## src/rtl/lsu_obi_param_pkg.sv

```systemverilog
// lsu_obi_param_pkg: access-size and FSM-state types shared by the LSU files
// Provides ldst_size_e (funct3 encoding), lsu_state_e and size_bytes().
package lsu_obi_param_pkg;

    typedef enum logic [2:0] {
        LDST_B  = 3'd0,
        LDST_H  = 3'd1,
        LDST_W  = 3'd2,
        LDST_D  = 3'd3,
        LDST_BU = 3'd4,
        LDST_HU = 3'd5,
        LDST_WU = 3'd6
    } ldst_size_e;

    typedef enum logic [1:0] {
        S_IDLE,
        S_REQ,
        S_RESP,
        S_DONE
    } lsu_state_e;

    // Low two funct3 bits give log2 of the access width in bytes.
    function automatic logic [3:0] size_bytes(input logic [2:0] size);
        return 4'(4'd1 << size[1:0]);
    endfunction

endpackage

```

## src/rtl/lsu_obi_param_load_align.sv

```systemverilog
// lsu_obi_param_load_align: extracts and sign/zero-extends load data
// Ports: rdata_i raw memory word, off_i byte offset, size_i ldst_size_e,
// data_o right-aligned extended result.
module lsu_obi_param_load_align
    import lsu_obi_param_pkg::*;
#(
    parameter int DW = 32
) (
    input  logic [DW-1:0]           rdata_i,
    input  logic [$clog2(DW/8)-1:0] off_i,
    input  logic [2:0]              size_i,
    output logic [DW-1:0]           data_o
);

    logic [DW-1:0] sh;

    assign sh = rdata_i >> {off_i, 3'b000};

    always_comb
        data_o = size_i == LDST_B  ? DW'($signed(sh[7:0]))  :
                 size_i == LDST_BU ? DW'(sh[7:0])           :
                 size_i == LDST_H  ? DW'($signed(sh[15:0])) :
                 size_i == LDST_HU ? DW'(sh[15:0])          :
                 size_i == LDST_W  ? DW'($signed(sh[31:0])) :
                 size_i == LDST_WU ? DW'(sh[31:0])          : sh;

endmodule

```

## src/rtl/lsu_obi_param.sv

```systemverilog
// lsu_obi_param: parametrised load/store unit with OBI req/gnt/rvalid handshake
// Ports: clk_i/arst_i clock and async reset; lsu_* core side (request, stall,
// load result, misalign and timeout flags); data_* OBI memory side.
module lsu_obi_param
    import lsu_obi_param_pkg::*;
#(
    parameter int DW      = 32,
    parameter int AW      = 32,
    parameter int TIMEOUT = 16
) (
    input  logic              clk_i,
    input  logic              arst_i,
    input  logic              lsu_req_i,
    input  logic              lsu_we_i,
    input  logic [2:0]        lsu_size_i,
    input  logic [AW-1:0]     lsu_addr_i,
    input  logic [DW-1:0]     lsu_data_i,
    output logic              lsu_stall_req_o,
    output logic [DW-1:0]     lsu_data_o,
    output logic              lsu_misalign_o,
    output logic              lsu_err_o,
    output logic              data_req_o,
    input  logic              data_gnt_i,
    output logic              data_we_o,
    output logic [DW/8-1:0]   data_be_o,
    output logic [AW-1:0]     data_addr_o,
    output logic [DW-1:0]     data_wdata_o,
    input  logic              data_rvalid_i,
    input  logic [DW-1:0]     data_rdata_i
);

    localparam int NB = DW / 8;
    localparam int OW = $clog2(NB);
    localparam int TW = (TIMEOUT > 1) ? $clog2(TIMEOUT) : 1;

    lsu_state_e    state_q, state_d;
    logic [TW-1:0] cnt_q, cnt_d;
    logic          req_q, we_q, err_q;
    logic [NB-1:0] be_q, be_w;
    logic [AW-1:0] addr_q;
    logic [DW-1:0] wdata_q, wdata_w, ldata_q, ld_w;
    logic [2:0]    size_q;
    logic [OW-1:0] off_q;
    logic [3:0]    nbytes;
    logic          mis, tmo, to_done;

    assign nbytes = size_bytes(lsu_size_i);

    // Undefined funct3 and 64-bit-only sizes on a 32-bit bus are reported as misaligned.
    assign mis = lsu_size_i == 3'd7 ||
                 (DW == 32 && (lsu_size_i == LDST_D || lsu_size_i == LDST_WU)) ||
                 (lsu_addr_i[OW-1:0] & OW'(nbytes - 4'd1)) != '0;

    // Counter equals cycles already spent in the current wait state.
    assign tmo = TIMEOUT != 0 && cnt_q == TW'(TIMEOUT - 1);

    // A real gnt/rvalid wins over a timeout landing in the same cycle.
    assign to_done = tmo && ((state_q == S_REQ && !data_gnt_i) ||
                             (state_q == S_RESP && !data_rvalid_i));

    assign cnt_d = (state_d == state_q && (state_q == S_REQ || state_q == S_RESP)) ?
                   cnt_q + 1'b1 : '0;

    assign be_w = NB'(((16'd1 << nbytes) - 16'd1) << lsu_addr_i[OW-1:0]);

    always_comb
        wdata_w = lsu_size_i[1:0] == 2'd0 ? {NB{lsu_data_i[7:0]}}         :
                  lsu_size_i[1:0] == 2'd1 ? {(NB/2){lsu_data_i[15:0]}}    :
                  lsu_size_i[1:0] == 2'd2 ? {(NB/4){lsu_data_i[31:0]}}    : lsu_data_i;

    lsu_obi_param_load_align #(.DW(DW)) u_align (
        .rdata_i (data_rdata_i),
        .off_i   (off_q),
        .size_i  (size_q),
        .data_o  (ld_w)
    );

    always_ff @(posedge clk_i or posedge arst_i) begin
        if (arst_i) begin
            state_q <= S_IDLE;
            cnt_q   <= '0;
        end else begin
            state_q <= state_d;
            cnt_q   <= cnt_d;
        end
    end

    always_comb begin
        state_d = state_q;
        case (state_q)
            S_IDLE:  state_d = (lsu_req_i && !mis) ? S_REQ : S_IDLE;
            S_REQ:   state_d = data_gnt_i ? S_RESP : (tmo ? S_DONE : S_REQ);
            S_RESP:  state_d = (data_rvalid_i || tmo) ? S_DONE : S_RESP;
            default: state_d = S_IDLE;
        endcase
    end

    always_comb begin
        lsu_misalign_o  = state_q == S_IDLE && lsu_req_i && mis;
        lsu_stall_req_o = lsu_req_i && !mis && state_q != S_DONE;
    end

    always_ff @(posedge clk_i or posedge arst_i) begin
        if (arst_i) begin
            req_q   <= 1'b0;
            we_q    <= 1'b0;
            be_q    <= '0;
            addr_q  <= '0;
            wdata_q <= '0;
            size_q  <= '0;
            off_q   <= '0;
            ldata_q <= '0;
            err_q   <= 1'b0;
        end else begin
            if (state_q == S_IDLE && state_d == S_REQ) begin
                req_q   <= 1'b1;
                we_q    <= lsu_we_i;
                be_q    <= be_w;
                addr_q  <= {lsu_addr_i[AW-1:OW], {OW{1'b0}}};
                wdata_q <= wdata_w;
                size_q  <= lsu_size_i;
                off_q   <= lsu_addr_i[OW-1:0];
            end
            if (state_q == S_REQ && data_gnt_i)
                req_q <= 1'b0;
            if (state_q == S_RESP && data_rvalid_i && !we_q)
                ldata_q <= ld_w;
            if (to_done) begin
                req_q   <= 1'b0;
                err_q   <= 1'b1;
                ldata_q <= '0;
            end
            if (state_q == S_DONE)
                err_q <= 1'b0;
        end
    end

    assign data_req_o   = req_q;
    assign data_we_o    = we_q;
    assign data_be_o    = be_q;
    assign data_addr_o  = addr_q;
    assign data_wdata_o = wdata_q;
    assign lsu_data_o   = ldata_q;
    assign lsu_err_o    = err_q;

endmodule
```

## config.mk

```make
export PLATFORM = sky130hd
export DESIGN_NAME = lsu_obi_param
export DESIGN_NICKNAME = d
export VERILOG_FILES = /design/src/rtl/lsu_obi_param_pkg.sv /design/src/rtl/lsu_obi_param_load_align.sv /design/src/rtl/lsu_obi_param.sv
export SDC_FILE = /design/constraint.sdc
export NUM_CORES = 1
export LEC_CHECK = 0
export CAP_MARGIN = 0
export CELL_PAD_IN_SITES_DETAIL_PLACEMENT = 0
export CELL_PAD_IN_SITES_GLOBAL_PLACEMENT = 1
export CORE_MARGIN = 5
export CORE_UTILIZATION = 38
export CTS_CLUSTER_SIZE = 14
export DETAILED_ROUTE_END_ITERATION = 6
export GPL_ROUTABILITY_DRIVEN = 0
export PLACE_DENSITY = 0.86
export REMOVE_ABC_BUFFERS = 1
export SYNTH_ARGS = -nofsm -noshare
export SYNTH_HDL_FRONTEND = slang
export SYNTH_HIERARCHICAL = 1
export SYNTH_SLANG_ARGS = --single-unit
```

## constraint.sdc

```tcl
create_clock -name clk_i -period 9.8 [get_ports clk_i]
set_input_delay 0.98 -clock clk_i [delete_from_list [all_inputs] [get_ports clk_i]]
set_output_delay 0.98 -clock clk_i [all_outputs]
set_load 0.05 [all_outputs]
```

### After elaboration in Yosys (flattened, before gate mapping)

Index checks and enable logic that the tools add are counted.

| storage, ports and cells | value |
|---|---|
| memories kept | 0 |
| memory bits (writable) | 0 |
| bits in latches | 0 |
| register bits after elaboration | 112 |
| output and inout bits | 105 |
| bits of input ports | 105 |
| memory bits (read-only) | 0 |

| operators by class | value |
|---|---|
| divide/modulo/power cells | 0 |
| multipliers | 0 |
| add/subtract/negate cells | 3 |
| multiplexer cells | 19 |
| equality and inequality tests | 14 |
| bitwise operators | 1 |
| shift operators | 4 |
| reductions and logical operators | 29 |
| magnitude comparators | 0 |

Operators with widths:

| operator | number |
|---|---|
| $mux 32 | 8 |
| $shr 32x5->32 | 1 |
| $shl 1x4->16 const A | 1 |
| $shl 16x2->4 | 1 |
| $sub 16x1->16 const B | 1 |
| $eq 3x3->1 const B | 4 |
| $logic_and 1x1->1 | 12 |
| $mux 1 | 7 |
| $eq 2x1->1 const B | 3 |
| $logic_or 1x1->1 | 6 |
| $pmux 2 s3 | 1 |
| $reduce_bool 2->1 | 3 |
| $add 4x1->4 const B | 1 |
| $eq 2x2->1 const B | 2 |
| $eq 4x4->1 const B | 1 |
| $logic_not 1->1 | 4 |
| $logic_not 2->1 | 2 |
| $mux 2 | 2 |
| $mux 4 | 1 |
| $shl 1x2->4 const A | 1 |
| $eq 3x1->1 const B | 1 |
| $eq 3x2->1 const B | 1 |
| $logic_not 3->1 | 1 |
| $reduce_bool 3->1 | 1 |
| other kinds (4) | 4 |

### Longest topological paths before layout

Gate-level depths: netlist (run 1).

| logic depth | value |
|---|---|
| depth after elaboration | 14 |
| mapped depth | 9 |
| gate-level depth less buffers | 7 |

### By module

Netlist (run 1), hierarchy kept.

By module, submodules not included:

| module | instances | area each (um^2) | seq. area each (um^2) | cells an instance |
|---|---|---|---|---|
| lsu_obi_param | 1 | 5190.0 | 2802.7 | 399 |
| lsu_obi_param_load_align | 1 | 832.0 | 0.0 | 109 |

### Worst setup path before layout (run 1)

No wires, ideal clock.

| timing | value |
|---|---|
| path type | input-to-output |
| start | input lsu_size_i[0] |
| end | output lsu_misalign_o |
| cell stages on the path | 4 |
| buffers on the path | 2 |
| setup slack | 6232 ps |
| arrival | 2588 ps |
| cells stage by stage | buf_6 clkbuf_1 a21oi_1 nor3_1 |

| between the ends | value |
|---|---|
| longest elaborated chain between the ends | 6 |

RTL lines:

| element | RTL line | RTL |
|---|---|---|
| start, declared | lsu_obi_param.sv:15 | `input logic [2:0] lsu_size_i,` |
| $shl 1x2->4 | lsu_obi_param_pkg.sv:24 | `return 4'(4'd1 << size[1:0]);` |
| $sub 2x1->2 | lsu_obi_param.sv:52 | `(lsu_addr_i[OW-1:0] & OW'(nbytes - 4'd1)) != '0;` |
| $and 2x2->2 | lsu_obi_param.sv:52 |  |
| $reduce_bool 2->1 | lsu_obi_param.sv:52 |  |
| $logic_or 1x1->1 (*) | lsu_obi_param.sv:51 | `(DW == 32 && (lsu_size_i == LDST_D \|\| lsu_size_i == LDST_WU)) \|\|` |
| $logic_and 1x1->1 (*) | lsu_obi_param.sv:99 | `lsu_misalign_o = state_q == S_IDLE && lsu_req_i && mis;` |
| end, declared | lsu_obi_param.sv:20 | `output logic lsu_misalign_o,` |

Mark *: on every way between the ends. The rest lies on a longest branch, timed or not.

### Worst setup path after layout (run 1)

| timing | value |
|---|---|
| start | input lsu_size_i[0] |
| end | register size_q[1] |

| between the ends | value |
|---|---|
| longest elaborated chain between the ends | 11 |

RTL lines:

| element | RTL line | RTL |
|---|---|---|
| $shl 1x2->4 | lsu_obi_param_pkg.sv:24 |  |
| $sub 2x1->2 | lsu_obi_param.sv:52 |  |
| $and 2x2->2 | lsu_obi_param.sv:52 |  |
| $reduce_bool 2->1 | lsu_obi_param.sv:52 |  |
| $logic_or 1x1->1 (*) | lsu_obi_param.sv:51 |  |
| $logic_not 1->1 (*) | lsu_obi_param.sv:91 | `S_IDLE: state_d = (lsu_req_i && !mis) ? S_REQ : S_IDLE;` |
| $logic_and 1x1->1 (*) | lsu_obi_param.sv:91 |  |
| $mux 1 (*) | lsu_obi_param.sv:91 |  |
| $pmux 2 s3 (*) | lsu_obi_param.sv:90 | `case (state_q)` |
| net state_d[0] | lsu_obi_param.sv:36 | `lsu_state_e state_q, state_d;` |
| $eq 2x1->1 (*) | lsu_obi_param.sv:115 | `if (state_q == S_IDLE && state_d == S_REQ) begin` |
| $logic_and 1x1->1 (*) | lsu_obi_param.sv:115 |  |
| end signal, assigned | lsu_obi_param.sv:121 | `size_q <= lsu_size_i;` |
| end, declared | lsu_obi_param.sv:42 | `logic [2:0] size_q;` |

Mark *: on every way through the listed nets, which the timed path passes. The rest lies on a longest branch.
A chain may end at the register's enable or synchronous reset.

==> impl_metrics.py, run 1 <==
metrics = {
    "run_status": {
        "status": "complete, no violations",
    },
    "pwr": {
        "pwr-share-comb_pct": 61.3,
        "p_clk_share_pct": 13.1,
        "power_frac_seq_pct": 25.6,
        "cellLeakagePower_nw": 3.56,
        "ir_worst_vdd_uv": 306,
        "switching_share_pct": 46.7,
        "p_total_mw": 3.31,
        "pwr_density_cell_mw_per_mm2": 393,
        "intPower_mw": 1.77,
        "power_switching_mw": 1.55,
    },
    "global_routing": {
        "gr-total-overflow": 0,
        "grt_pass1_wl_um": 26600,
        "grt_max_degree": 77,
        "antenna_found_initial": 0,
        "grt_util_all_layers_pct": 18.1,
        "first_global_vias": 5029,
    },
    "routing": {
        "wl_met2_um": 7580,
        "top_layer": "met4",
        "wl_met3_um": 1720,
        "drc_errors": 0,
        "dr.pass1.iters": 4,
        "wl_um": 16700,
        "wl_met1_um": 7160,
        "routedWlPerCell_um": 18.3,
        "detail-route-antenna-nets": 0,
        "first_iter_violations": 199,
        "vias": 4603,
        "via_per_inst": 5.04,
    },
    "placed_design": {
        "portBuffers": 207,
        "place_ws_ps": 4960,
        "dp_hpwl_um": 11900,
        "dpl_cell_area_sq_mm": 0.00808,
        "dp.cells": 898,
    },
    "synthesis": {
        "syn_inst": 508,
        "syn_area_per_cell_sq_um": 11.9,
        "synth_seq_cells": 112,
        "synth_largest_area_cell": "dfrtp_1",
        "yosys-top-cells-area": "dfrtp_1, mux2_4, mux2_2, nand2_1, mux2i_1",
        "syn-cell-area_sq_mm": 0.00602,
        "synth_edf_count": 0,
        "yosysTopAreaCellShare_pct": 46.5,
        "synthArstFlopShare_pct": 100,
        "yosysWarnings": 6,
        "ys_types": 43,
        "yosysSeqAreaShare_pct": 46.5,
        "synth_ff_type": "dfrtp_1",
    },
    "timing": {
        "whs_ps": 483,
        "hold_violations": 0,
        "tns_ps": 0,
        "rsz0062_at_grt": "false",
        "fin_ws_ps": 5390,
        "fmax_ghz": 0.227,
        "finalSetupViolations": 0,
        "maxSlewViolCount": 0,
        "finalCritPeriodShare_pct": 45.0,
        "fin_worst_skew_ps": 6.77,
        "worst_pin_slew_ps": 1090,
        "slew_headroom_pct": 26.7,
        "fin_crit_ps": 4410,
    },
    "clock_tree": {
        "clk_latency_ps": 360,
        "ctsHoldBuffers": 0,
        "cts_setup_buffers": 0,
        "path_clk_slew_ps": 80,
        "htree_levels": 3,
        "post_cts_resized": 0,
        "cts_tree": "yes",
        "cts_buffer_depth": 2,
        "clock-sinks": 112,
        "clockRootBuffer": "clkbuf_16",
        "cts_buffers": 9,
    },
    "setup_path": {
        "crit_arrival_ps": 4660,
        "crit_required_ps": 10050,
        "crit_path_max_fanout": 59,
        "rr_startpoint": "state_q[1]$_DFF_PP0_",
        "r2r_cells": 8,
        "crit_type": "in2reg",
        "start_kind": "input pin",
        "r2r_setup_slack_ps": 6480,
        "crit_path_end_kind": "register",
        "rr_endpoint": "size_q[1]$_DFFE_PP0P_",
    },
    "floorplanning": {
        "dieArea_sq_mm": 0.0185,
        "die_y_um": 136,
        "die_w_um": 136,
        "num_io_pins": 210,
        "rows": 46,
        "start_util_pct": 38.3,
        "fp.coreArea_sq_mm": 0.0157,
    },
    "layout": {
        "syn2layout_area_growth_pct": 40.0,
        "finish.instance_area_sq_mm": 0.00843,
        "drive_gt1_share_pct": 19.3,
        "fin_cells": 914,
        "final_core_util_pct": 53.7,
        "nNetsFinal": 803,
        "n_antenna_cell": 0,
        "fillers": 1326,
    },
    "min_path": {
        "whs_path_depth": 1,
        "hp-class": "reg2reg",
        "min_to": "cnt_q[0]$_DFF_PP0_",
        "min_from": "cnt_q[0]$_DFF_PP0_",
    },
    "flow_run": {
        "cap_viol_max_count": 0,
    },
}
placed cells by master, fill, tap and decap left out, types with 2 or more instances in the layout:
cell / count
clkbuf_16: 9
o21ai_0: 22
buf_4: 6
nor2b_1: 3
a31oi_1: 16
nand2b_1: 2
clkdlybuf4s50_1: 207
a22oi_1: 7
dfrtp_1: 112
nand2_1: 84
nor2_1: 9
a21oi_1: 34
mux2i_1: 18
bufinv_16: 3
nor3b_1: 2
conb_1: 2
inv_1: 3
o31ai_1: 16
nor2_2: 2
mux2_4: 69
o21ai_1: 4
ha_1: 5
nor3_1: 6
mux2_2: 34
worst max path at each step:
stage | start | end | depth (start not counted)
floorplan | arst_i | cnt_q[0]$_DFF_PP0_ | 1
global placement | lsu_size_i[0] | size_q[0]$_DFFE_PP0P_ | 7
detailed placement | lsu_size_i[0] | size_q[1]$_DFFE_PP0P_ | 7
CTS | lsu_size_i[0] | size_q[1]$_DFFE_PP0P_ | 7
global route | lsu_size_i[0] | off_q[0]$_DFFE_PP0P_ | 7
finish | lsu_size_i[0] | size_q[1]$_DFFE_PP0P_ | 7
layout make-up:
cell class              instances  area, sq um  area share (%)
well taps                     216          270            3.21
flip-flops and latches        112         2800            33.2
inverters                       4         17.5           0.208
clock inverters                 7          126            1.50
clock buffers                   9          225            2.67
multi-input cells             353         2870            34.1
repair buffers                213         2120            25.1
per-layer routing:
layer | up-vias | global-route usage (%)
li1 | 2164 | -
met1 | 2229 | 23.7
met2 | 192 | 27.8
met3 | 18 | 7.07
met4 | 0 | 5.82
met5 | - | 0
power groups by stage:
stage               sequential [mW]  clock [mW]  combinational [mW]
floorplan                      1.54           0               0.707
global placement              0.848           0                2.01
detailed placement            0.845           0                2.04
CTS                           0.850       0.444                2.05
global route                  0.877       0.463                2.14
finish                        0.848       0.432                2.03
critical path, stage by stage:
cell	delay, ps
clkdlybuf4s50_1	830
nor4_1	450
nor2_1	110
o32ai_2	350
o2111a_2	600
buf_4	880
mux2_2	420
synthesized netlist by cell type (7+ instances only):
library cell and count:
a21oi_1 34, mux2_4 69, mux2_2 34, o31ai_1 16
clkbuf_1 15, a22oi_1 7, nand2_1 84, dfrtp_1 112
buf_12 8, o21ai_0 22, nor2_1 11, mux2i_1 18
a31oi_1 16
logic make-up after synthesis:
logic type	Yosys count	share of synthesized area, %
mux	122	26.9
simple gates	116	8.35
flops	112	46.5
compound gates	106	10.9
buf+inv	44	5.90
fa+ha+maj	5	1.04
xor+xnor	2	0.291
other cells	1	0.0623
state kept, by name (all words and copies together), names as in the netlist:
name and cells:
data_wdata_o 32, cnt_q 4, data_addr_o 30, lsu_err_o 1, data_we_o 1, off_q 2
data_be_o 4, lsu_data_o 32, data_req_o 1, state_q 2, size_q 3
Note: power is estimated with default switching activity, not from simulation.
==> inputs of run 2 (changes only) <==
CORE_UTILIZATION = 32   (was 38)
PLACE_DENSITY = 0.77   (was 0.86)
clock period = 3.6 ns   (was 9.8 ns; I/O delays follow)
==> run 2 against run 1 <==
Via count up 0.63%. Routed wire length rose by 1.7%. Combinational power increased to 2.7 times the previous value. Count of clock-buffer cells in the layout is 1 higher. Sequential cell count unchanged. Power increased to 2.7 times the previous value. Clock power increased by 140%. Final cell count is 2.8% higher. Critical path type is now in2out.
==> impl_metrics.py, run 2 (synthesized netlist as in run 1, its figures left out) <==
metrics = {
    "setup_path": {
        "crit_required_ps": 3240,
        "crit_path_frequent_cell": "clkdlybuf4s50_1",
        "crit_type": "in2out",
        "rr_endpoint": "data_wdata_o[13]$_DFFE_PP0P_",
        "rr_startpoint": "state_q[1]$_DFF_PP0_",
        "crit_arrival_ps": 2370,
        "crit_path_end_kind": "output pin",
        "critical-path-slowest-cell": "clkdlybuf4s50_1",
        "start_kind": "input pin",
        "path_cells": "clkdlybuf4s50_1, buf_4, nor2_1, nor3_1, clkdlybuf4s50_1",
        "crit_path_max_fanout": 30,
        "critical_path_buf_inv_count": 3,
        "slowest_delay_ps": 840,
        "crit_family": "buffers and inverters",
        "r2r_setup_slack_ps": 880,
        "r2r_cells": 8,
    },
    "pwr": {
        "power_switching_mw": 4.19,
        "power_frac_seq_pct": 26.1,
        "switching_share_pct": 47.0,
        "pwr_density_cell_mw_per_mm2": 1050,
        "ir_worst_vdd_uv": 606,
        "p_clk_share_pct": 11.6,
        "pwr-share-comb_pct": 62.3,
        "intPower_mw": 4.73,
        "cellLeakagePower_nw": 3.60,
    },
    "routing": {
        "wl_um": 17000,
        "drc_errors": 0,
        "routedWlPerCell_um": 18.1,
        "wl_met2_um": 7780,
        "dr.pass1.iters": 4,
        "detail-route-antenna-nets": 0,
        "wl_met1_um": 7690,
        "wl_met3_um": 1390,
        "via_per_inst": 4.93,
        "first_iter_violations": 180,
        "top_layer": "met4",
        "vias": 4632,
    },
    "clock_tree": {
        "cts_tree": "yes",
        "clk_latency_ps": 350,
        "cts_buffers": 9,
        "post_cts_resized": 0,
        "cts_buffer_depth": 2,
        "clock-sinks": 112,
        "path_clk_slew_ps": 70,
        "clockRootBuffer": "clkbuf_16",
        "htree_levels": 3,
        "ctsHoldBuffers": 0,
        "cts_setup_buffers": 0,
    },
    "placed_design": {
        "place_ws_ps": 500,
        "dpl_cell_area_sq_mm": 0.00820,
        "dp_hpwl_um": 12500,
        "portBuffers": 207,
    },
    "min_path": {
        "min_to": "cnt_q[0]$_DFF_PP0_",
        "hp-class": "reg2reg",
        "min_from": "cnt_q[0]$_DFF_PP0_",
        "whs_path_depth": 1,
    },
    "layout": {
        "n_antenna_cell": 0,
        "final_common_cell": "clkdlybuf4s50_1",
        "syn2layout_area_growth_pct": 41.3,
        "fillers": 1742,
        "drive_gt1_share_pct": 20.3,
        "finish.instance_area_sq_mm": 0.00851,
        "most-common-layout-cells": "clkdlybuf4s50_1, dfrtp_1, nand2_1, mux2_4",
        "nNetsFinal": 812,
    },
    "floorplanning": {
        "num_io_pins": 210,
        "die_w_um": 147,
        "start_util_pct": 32.3,
        "rows": 50,
        "die_y_um": 147,
        "dieArea_sq_mm": 0.0217,
        "fp.coreArea_sq_mm": 0.0186,
    },
    "timing": {
        "finalSetupViolations": 0,
        "fmax_ghz": 0.366,
        "worst_pin_slew_ps": 807,
        "tns_ps": 0,
        "whs_ps": 474,
        "fin_ws_ps": 866,
        "slew_headroom_pct": 46.0,
        "fin_worst_skew_ps": 12.0,
        "rsz0062_at_grt": "false",
        "finalCritPeriodShare_pct": 75.9,
        "maxSlewViolCount": 0,
        "hold_violations": 0,
        "fin_crit_ps": 2730,
    },
    "global_routing": {
        "antenna_found_initial": 0,
        "gr-total-overflow": 0,
        "grt_max_degree": 63,
        "first_global_vias": 4997,
        "grt_pass1_wl_um": 27200,
        "grt_util_all_layers_pct": 15.3,
    },
    "flow_run": {
        "cap_viol_max_count": 0,
    },
    "run_status": {
        "status": "complete, no violations",
    },
}
## run 2: final cells by class
type	instances	area [sq um]	share of cell area, %
clock buffers	10	239	2.81
clock inverters	5	65.1	0.765
inverters	4	17.5	0.206
multi-input cells	353	2870	33.7
flip-flops and latches	112	2800	32.9
well taps	234	293	3.44
repair buffers	222	2220	26.1
## run 2: how the worst max path moves through the flow
| stage | end | slack [ps] | from | depth (start not counted) |
|---|---|---|---|---|
| finish | lsu_misalign_o | 870 | lsu_size_i[1] | 5 |
| global route | data_be_o[3]$_DFFE_PP0P_ | 700 | state_q[1]$_DFF_PP0_ | 8 |
| CTS | lsu_misalign_o | 860 | lsu_size_i[1] | 5 |
| detailed placement | data_addr_o[5]$_DFFE_PP0P_ | 500 | lsu_addr_i[0] | 7 |
| global placement | data_addr_o[29]$_DFFE_PP0P_ | 550 | lsu_addr_i[0] | 7 |
| floorplan | cnt_q[0]$_DFF_PP0_ | 280 | arst_i | 1 |
## run 2: power groups by stage
stage	clock network [mW]	logic, mW	registers (mW)
after floorplan	0	1.92	4.18
after global placement	0	5.52	2.32
after detailed placement	0	5.60	2.33
after CTS	1.07	5.61	2.33
after global routing	1.12	5.84	2.41
final	1.04	5.56	2.33
## run 2: layer usage
layer / track usage, % / up-vias
li1: - / 2179
met1: 20.4 / 2269
met2: 24.2 / 174
met3: 5.37 / 10
met4: 3.12 / 0
met5: 0 / -
## run 2: per-stage QoR
stage          total power [mW]  cells  utilization (%)
4_1_cts                    9.02    940             45.6
6_report                   8.92    940             45.6
5_1_grt                    9.37    940             45.6
3_3_place_gp               7.85    925             44.0
3_5_place_dp               7.93    925             44.0
2_1_floorplan              6.11    469                -
